$ cat config.mk
export PLATFORM = sky130hd
export DESIGN_NAME = gradient_mag_dir
export DESIGN_NICKNAME = d
export VERILOG_FILES = /design/src/rtl/gradient_pkg.sv /design/src/rtl/frame_pos_checker.sv /design/src/rtl/gradient_mag_dir.sv
export SDC_FILE = /design/constraint.sdc
export NUM_CORES = 1
export LEC_CHECK = 0
export ABC_AREA = 1
export CORE_MARGIN = 2
export CORE_UTILIZATION = 50
export CTS_BUF_LIST = sky130_fd_sc_hd__clkbuf_16
export DETAILED_ROUTE_END_ITERATION = 7
export GPL_ROUTABILITY_DRIVEN = 0
export PLACE_DENSITY = 0.73
export SYNTH_ARGS = -nofsm -noshare
export SYNTH_HDL_FRONTEND = slang
export SYNTH_HIERARCHICAL = 1
export SYNTH_SLANG_ARGS = --single-unit
$ cat constraint.sdc
create_clock -name i_clk -period 4.5 [get_ports i_clk]
set_clock_uncertainty 0.2 [all_clocks]
set_input_delay 0.45 -clock i_clk [delete_from_list [all_inputs] [get_ports i_clk]]
set_output_delay 0.45 -clock i_clk [all_outputs]
set_load 0.005 [all_outputs]
$ cat src/rtl/gradient_pkg.sv
// Shared constants, direction encoding and tdata field layout for the gradient
// magnitude/direction block.
package gradient_pkg;

  localparam int unsigned TAN22_Q8 = 106;
  localparam int unsigned TAN67_Q8 = 618;

  typedef enum logic [1:0] {
    DIR_0   = 2'd0,
    DIR_45  = 2'd1,
    DIR_90  = 2'd2,
    DIR_135 = 2'd3
  } dir_t;

  localparam int unsigned IN_GX_LSB   = 16;
  localparam int unsigned IN_GY_LSB   = 0;
  localparam int unsigned COMP_W      = 16;
  localparam int unsigned OUT_MAG_LSB = 0;
  localparam int unsigned OUT_MAG_W   = 17;
  localparam int unsigned OUT_DIR_LSB = 17;
  localparam int unsigned OUT_PAD_W   = 13;

  // Unsigned magnitude of a signed 16-bit value; -32768 maps to 32768.
  function automatic logic [15:0] abs16(input logic [15:0] v);
    abs16 = v[15] ? (16'(~v) + 16'd1) : v;
  endfunction

endpackage

$ cat src/rtl/frame_pos_checker.sv
// Tracks column/row position on valid beats and flags tlast/tuser placement
// errors; the pulses are registered, one cycle after the offending beat.
module frame_pos_checker #(
  parameter int IMG_WIDTH  = 4096,
  parameter int IMG_HEIGHT = 3072
) (
  input  logic clk,
  input  logic rst_n,
  input  logic valid,
  input  logic user,
  input  logic last,
  output logic line_err,
  output logic frame_err
);

  localparam int CW = (IMG_WIDTH > 1) ? $clog2(IMG_WIDTH) : 1;
  localparam int RW = (IMG_HEIGHT > 1) ? $clog2(IMG_HEIGHT) : 1;
  localparam logic [CW-1:0] COL_LAST = CW'(IMG_WIDTH - 1);
  localparam logic [RW-1:0] ROW_LAST = RW'(IMG_HEIGHT - 1);

  logic [CW-1:0] col_r, col_s, eff_col_s;
  logic [RW-1:0] row_r, row_s, eff_row_s;
  logic          line_err_r, frame_err_r;
  logic          line_err_s, frame_err_s, at_end_s;

  // A tuser beat is treated as sitting at (0,0); tlast is then judged there.
  always_comb begin
    eff_col_s   = user ? '0 : col_r;
    eff_row_s   = user ? '0 : row_r;
    at_end_s    = (eff_col_s == COL_LAST);
    col_s       = col_r;
    row_s       = row_r;
    line_err_s  = 1'b0;
    frame_err_s = 1'b0;
    if (valid) begin
      line_err_s  = (last != at_end_s);
      frame_err_s = user && ((col_r != '0) || (row_r != '0));
      if (last || at_end_s) begin
        col_s = '0;
        row_s = (eff_row_s == ROW_LAST) ? '0 : (eff_row_s + RW'(1));
      end else begin
        col_s = eff_col_s + CW'(1);
        row_s = eff_row_s;
      end
    end else begin
      col_s = col_r;
      row_s = row_r;
    end
  end

  // Position counters and registered error pulses.
  always_ff @(posedge clk or negedge rst_n) begin
    if (!rst_n) begin
      col_r       <= '0;
      row_r       <= '0;
      line_err_r  <= 1'b0;
      frame_err_r <= 1'b0;
    end else begin
      col_r       <= col_s;
      row_r       <= row_s;
      line_err_r  <= line_err_s;
      frame_err_r <= frame_err_s;
    end
  end

  assign line_err  = line_err_r;
  assign frame_err = frame_err_r;

endmodule

$ cat src/rtl/gradient_mag_dir.sv
// Three-stage |Gx|+|Gy| magnitude with optional 4-way direction quantisation
// (built only when GRAD_DIR_EN is defined) and frame position checking.
module gradient_mag_dir
  import gradient_pkg::*;
#(
  parameter int IMG_WIDTH  = 4096,
  parameter int IMG_HEIGHT = 3072
) (
  input  logic        i_clk,
  input  logic        i_aresetn,
  input  logic [31:0] s_axis_tdata,
  input  logic        s_axis_tvalid,
  input  logic        s_axis_tuser,
  input  logic        s_axis_tlast,
  output logic [31:0] m_axis_tdata,
  output logic        m_axis_tvalid,
  output logic        m_axis_tuser,
  output logic        m_axis_tlast,
  output logic        o_line_err,
  output logic        o_frame_err
);

  logic [15:0] abs_x_r, abs_y_r;
  logic        v1_r, u1_r, l1_r;
  logic [16:0] mag_s, mag_r;
  dir_t        dir_s, dir_r;
  logic        v2_r, u2_r, l2_r, le2_r, fe2_r;
  logic        chk_line_err, chk_frame_err;
  logic [31:0] tdata_r;
  logic        v3_r, u3_r, l3_r, le3_r, fe3_r;

  frame_pos_checker #(
    .IMG_WIDTH (IMG_WIDTH),
    .IMG_HEIGHT(IMG_HEIGHT)
  ) u_frame_pos_checker (
    .clk      (i_clk),
    .rst_n    (i_aresetn),
    .valid    (s_axis_tvalid),
    .user     (s_axis_tuser),
    .last     (s_axis_tlast),
    .line_err (chk_line_err),
    .frame_err(chk_frame_err)
  );

  // Stage 1: absolute values and sideband capture.
  always_ff @(posedge i_clk or negedge i_aresetn) begin
    if (!i_aresetn) begin
      abs_x_r <= 16'd0;
      abs_y_r <= 16'd0;
      v1_r    <= 1'b0;
      u1_r    <= 1'b0;
      l1_r    <= 1'b0;
    end else begin
      abs_x_r <= abs16(s_axis_tdata[IN_GX_LSB +: COMP_W]);
      abs_y_r <= abs16(s_axis_tdata[IN_GY_LSB +: COMP_W]);
      v1_r    <= s_axis_tvalid;
      u1_r    <= s_axis_tuser;
      l1_r    <= s_axis_tlast;
    end
  end

  assign mag_s = 17'(abs_x_r) + 17'(abs_y_r);

`ifdef GRAD_DIR_EN
  logic        neg_x_r, neg_y_r;
  logic [25:0] y_q8_s, lo_s, hi_s;

  // Stage 1: sign capture (zero counts as positive).
  always_ff @(posedge i_clk or negedge i_aresetn) begin
    if (!i_aresetn) begin
      neg_x_r <= 1'b0;
      neg_y_r <= 1'b0;
    end else begin
      neg_x_r <= s_axis_tdata[IN_GX_LSB + COMP_W - 1];
      neg_y_r <= s_axis_tdata[IN_GY_LSB + COMP_W - 1];
    end
  end

  // Compare 256*|Gy| against tan(22.5)/tan(67.5) scaled |Gx|.
  always_comb begin
    y_q8_s = {2'b00, abs_y_r, 8'h00};
    lo_s   = 26'(abs_x_r) * 26'(TAN22_Q8);
    hi_s   = 26'(abs_x_r) * 26'(TAN67_Q8);
    dir_s  = DIR_0;
    if ((abs_x_r == 16'd0) && (abs_y_r == 16'd0)) begin
      dir_s = DIR_0;
    end else if (y_q8_s < lo_s) begin
      dir_s = DIR_0;
    end else if (y_q8_s > hi_s) begin
      dir_s = DIR_90;
    end else if (neg_x_r == neg_y_r) begin
      dir_s = DIR_45;
    end else begin
      dir_s = DIR_135;
    end
  end
`else
  assign dir_s = DIR_0;
`endif

  // Stage 2: magnitude/direction and aligned sideband/error bits.
  always_ff @(posedge i_clk or negedge i_aresetn) begin
    if (!i_aresetn) begin
      mag_r <= 17'd0;
      dir_r <= DIR_0;
      v2_r  <= 1'b0;
      u2_r  <= 1'b0;
      l2_r  <= 1'b0;
      le2_r <= 1'b0;
      fe2_r <= 1'b0;
    end else begin
      mag_r <= mag_s;
      dir_r <= dir_s;
      v2_r  <= v1_r;
      u2_r  <= u1_r;
      l2_r  <= l1_r;
      le2_r <= chk_line_err;
      fe2_r <= chk_frame_err;
    end
  end

  // Stage 3: output register; tdata holds while no valid beat is present.
  always_ff @(posedge i_clk or negedge i_aresetn) begin
    if (!i_aresetn) begin
      tdata_r <= 32'd0;
      v3_r    <= 1'b0;
      u3_r    <= 1'b0;
      l3_r    <= 1'b0;
      le3_r   <= 1'b0;
      fe3_r   <= 1'b0;
    end else begin
      if (v2_r) begin
        tdata_r <= {{OUT_PAD_W{1'b0}}, dir_r, mag_r};
      end else begin
        tdata_r <= tdata_r;
      end
      v3_r  <= v2_r;
      u3_r  <= u2_r;
      l3_r  <= l2_r;
      le3_r <= le2_r;
      fe3_r <= fe2_r;
    end
  end

  assign m_axis_tdata  = tdata_r;
  assign m_axis_tvalid = v3_r;
  assign m_axis_tuser  = u3_r;
  assign m_axis_tlast  = l3_r;
  assign o_line_err    = le3_r;
  assign o_frame_err   = fe3_r;

endmodule

==> results.json <==
{
  "async_reset_ff_frac": 1.000,
  "fin_util": 0.5957,
  "netlist.top_cell.by_area": "dfrtp_1",
  "cts_hold_buf": 0,
  "synthesis.area_um2": 5888,
  "clk_path_buf_depth": 2,
  "drive_gt1_frac": 0.1138,
  "rsz0062_at_grt": "no",
  "dpl.cell_count": 910,
  "slew_violations": 0,
  "fin_crit_sh": 0.7111,
  "hpwl_mm": 9.287,
  "synth_xor_area_frac": 0.04165,
  "dp_slack_ns": 1.040,
  "slowest_delay_ns": 0.45,
  "power.switching_mw": 0.6856,
  "cts_tree": "yes",
  "internal-power_mw": 1.794,
  "placed_area_um2": 6538,
  "startpoint_type": "input port",
  "cts_buffers": 9,
  "synth-seq-cells": 105,
  "vias_per_cell": 5.176,
  "p_clk_frac": 0.310,
  "cts.clk_slew.worst_paths_ns": 0.07,
  "synth_fa_ha_area_frac": 0.05015,
  "routedWlPerCell_um": 13.37,
  "die_w_um": 112.5,
  "core.rowCount": 39,
  "total_power_mw": 2.479,
  "crit_family": "buffers and inverters",
  "endpoint_kind": "flip-flop",
  "hp-class": "input port to async pin",
  "grt_use_total": 0.2025,
  "status": "completed",
  "max_freq_mhz": 312.5,
  "area_delta_synth_final_pct": 16.02,
  "hold_viol": 0,
  "postRouteWirelength_mm": 12.37,
  "reg2reg_from": "u_frame_pos_checker/col_r[0]",
  "setup-tns-final_ns": 0,
  "yosys.area_share.simple": 0.2894,
  "fp.dieArea_um2": 12660,
  "p_seq_frac": 0.463,
  "grt_max_degree": 79,
  "finalWorstSetupSlack_ns": 1.300,
  "setup_viol": 0,
  "place.port_buffers": 58,
  "synth_edf_count": 0,
  "clock_sinks": 105,
  "period_minus_slack_ns": 3.200,
  "arrival_ns": 3.24,
  "critPathKind": "input port to flip-flop",
  "powerDensity_nw_per_um2": 362.9,
  "syn_inst": 718,
  "reg2reg_depth": 15,
  "ff_latch_area_um2": 2628,
  "cts-root-buf": "clkbuf_16",
  "crit_path_frequent_cell": "nand3_1",
  "path_cells": "clkdlybuf4s50_1, inv_2, nand2_1, inv_1, ha_1, nand3_1, inv_1, nand3_1, nor2_1, nand3_1, ha_1, inv_1, nand3_1, nor2_2, nand2_1, xnor2_1, o21ai_1",
  "num_antenna_cells": 0,
  "die_height_um": 112.5,
  "synthTopCellsByArea": "dfrtp_1, nand2_1, inv_1",
  "start_util": 0.5135,
  "first_global_vias": 4584,
  "tightest_slew_ns": 0.9564,
  "final_common_cell": "nand2_1",
  "synth_warnings": 6,
  "drc": 0,
  "worst_slew_margin_rel": 0.3624,
  "synth-compound-area-share": 0.04207,
  "avgSynthCellArea_um2": 8.201,
  "slowest_stage": "clkdlybuf4s50_1",
  "vias": 4788,
  "nets": 838,
  "p_sw_frac": 0.2765,
  "grt.overflow.total": 0,
  "stdcell_count": 925,
  "ys_types": 37,
  "crit_start": "s_axis_tuser",
  "ir_worst_vdd_mv": 0.2258,
  "post_cts_buffers": 0,
  "synth_top_family_by_area": "simple AND/OR/NAND/NOR gates",
  "num_io_pins": 74,
  "critical_path_required_ns": 4.54,
  "holdWs_ns": 0.04750,
  "cts_htree_levels": 3,
  "clock_latency_ns": 0.34,
  "fill_cells": 967,
  "cts_resized": 0,
  "seq_area_frac_synth": 0.4462,
  "drt_iter0_markers": 375,
  "cp_max_fo": 20,
  "dr.pass1.iters": 6,
  "final_cell_mix": "nand2_1, dfrtp_1, inv_1",
  "combinationalPowerShare": 0.227,
  "grt_pass1_wl_mm": 20.86,
  "multi_input_area_um2": 2740,
  "final_area_um2": 6832,
  "core_area_um2": 11470,
  "crit_cells": 17,
  "maxCapViolCount": 0,
  "synth-main-ff-cell": "dfrtp_1",
  "synthMuxAreaShare": 0.03251,
  "path_buf_inv": 5,
  "p_leak_nw": 3.387,
  "antenna_found_initial": 0,
  "drt.antenna.violating_nets": 0,
  "synth_top_area_share": 0.4462
}
## layout make-up
| cell class | instances | share of cell area |
|---|---|---|
| multi-input cells | 496 | 0.4011 |
| flip-flops and latches | 105 | 0.3846 |
| repair buffers | 60 | 0.08681 |
| inverters | 106 | 0.05824 |
| clock buffers | 9 | 0.03297 |
| well taps | 143 | 0.02619 |
| clock inverters | 6 | 0.01007 |
## Yosys cell counts, types with 6 or more instances
cell,count
nand2_1,193
dfrtp_1,105
inv_1,95
nor2_1,59
nand3_1,51
ha_1,22
nand4_1,18
mux2_2,17
o21ai_0,17
xor2_1,17
buf_4,16
nand2_2,11
xnor2_1,11
a21oi_1,10
inv_2,10
nand3_2,8
nor2_2,7
nor2_4,6
o22ai_1,6
## flip-flops by register name, indices dropped and copies added, names as in the netlist, 12 cells and up
signal / flops
mag_r: 17
m_axis_tdata: 17
abs_x_r: 16
u_frame_pos_checker/col_r: 12
u_frame_pos_checker/row_r: 12
abs_y_r: 16
## cell families (layout without fill, tap and decap cells)
group / count (synthesis) / in the layout
flops: 105 / 105
other cells: 1 / 15
simple gates: 369 / 369
compound gates: 44 / 44
fa+ha+maj: 23 / 23
buf+inv: 131 / 181
mux: 17 / 17
xor+xnor: 28 / 28
## worst register-to-register path, delay by kind of cell, from the launching register on
kind / cells / cell delay [ns]
buf+inv: 3 / 0.34
simple gates: 8 / 1.00
fa+ha+maj: 2 / 0.47
compound gates: 1 / 0.08
flops: 1 / 0.37
xor+xnor: 1 / 0.13
## layer usage
metal | vias up | GRT usage | wire length (µm)
li1 | 2361 | - | -
met5 | - | 0 | 0
met1 | 2207 | 0.2694 | 5493
met4 | 0 | 0.09024 | 314
met2 | 192 | 0.3317 | 5776
met3 | 28 | 0.02916 | 784
## path summary, 6_finish.rpt
| check | end | slack (ns) |
|---|---|---|
| setup reg to reg | u_frame_pos_checker/row_r[5] | 1.79 |
| hold reg to reg | m_axis_tlast | 0.15 |
| min in group i_clk | m_axis_tlast | 0.15 |
| hold / removal | abs_x_r[15] | 0.05 |
| max in group asynchronous | m_axis_tdata[7] | 3.12 |
| setup / recovery | u_frame_pos_checker/row_r[5] | 1.30 |
## power by group through the flow
stage	Sequential (mW)	Combinational, mW	Clock [mW]
after floorplan	1.15	0.326	0
after global placement	1.16	0.546	0
after detailed placement	1.17	0.564	0
after CTS	1.15	0.567	0.787
after global routing	1.16	0.630	0.824
final	1.15	0.563	0.770
(Power assumes the default switching activity.)
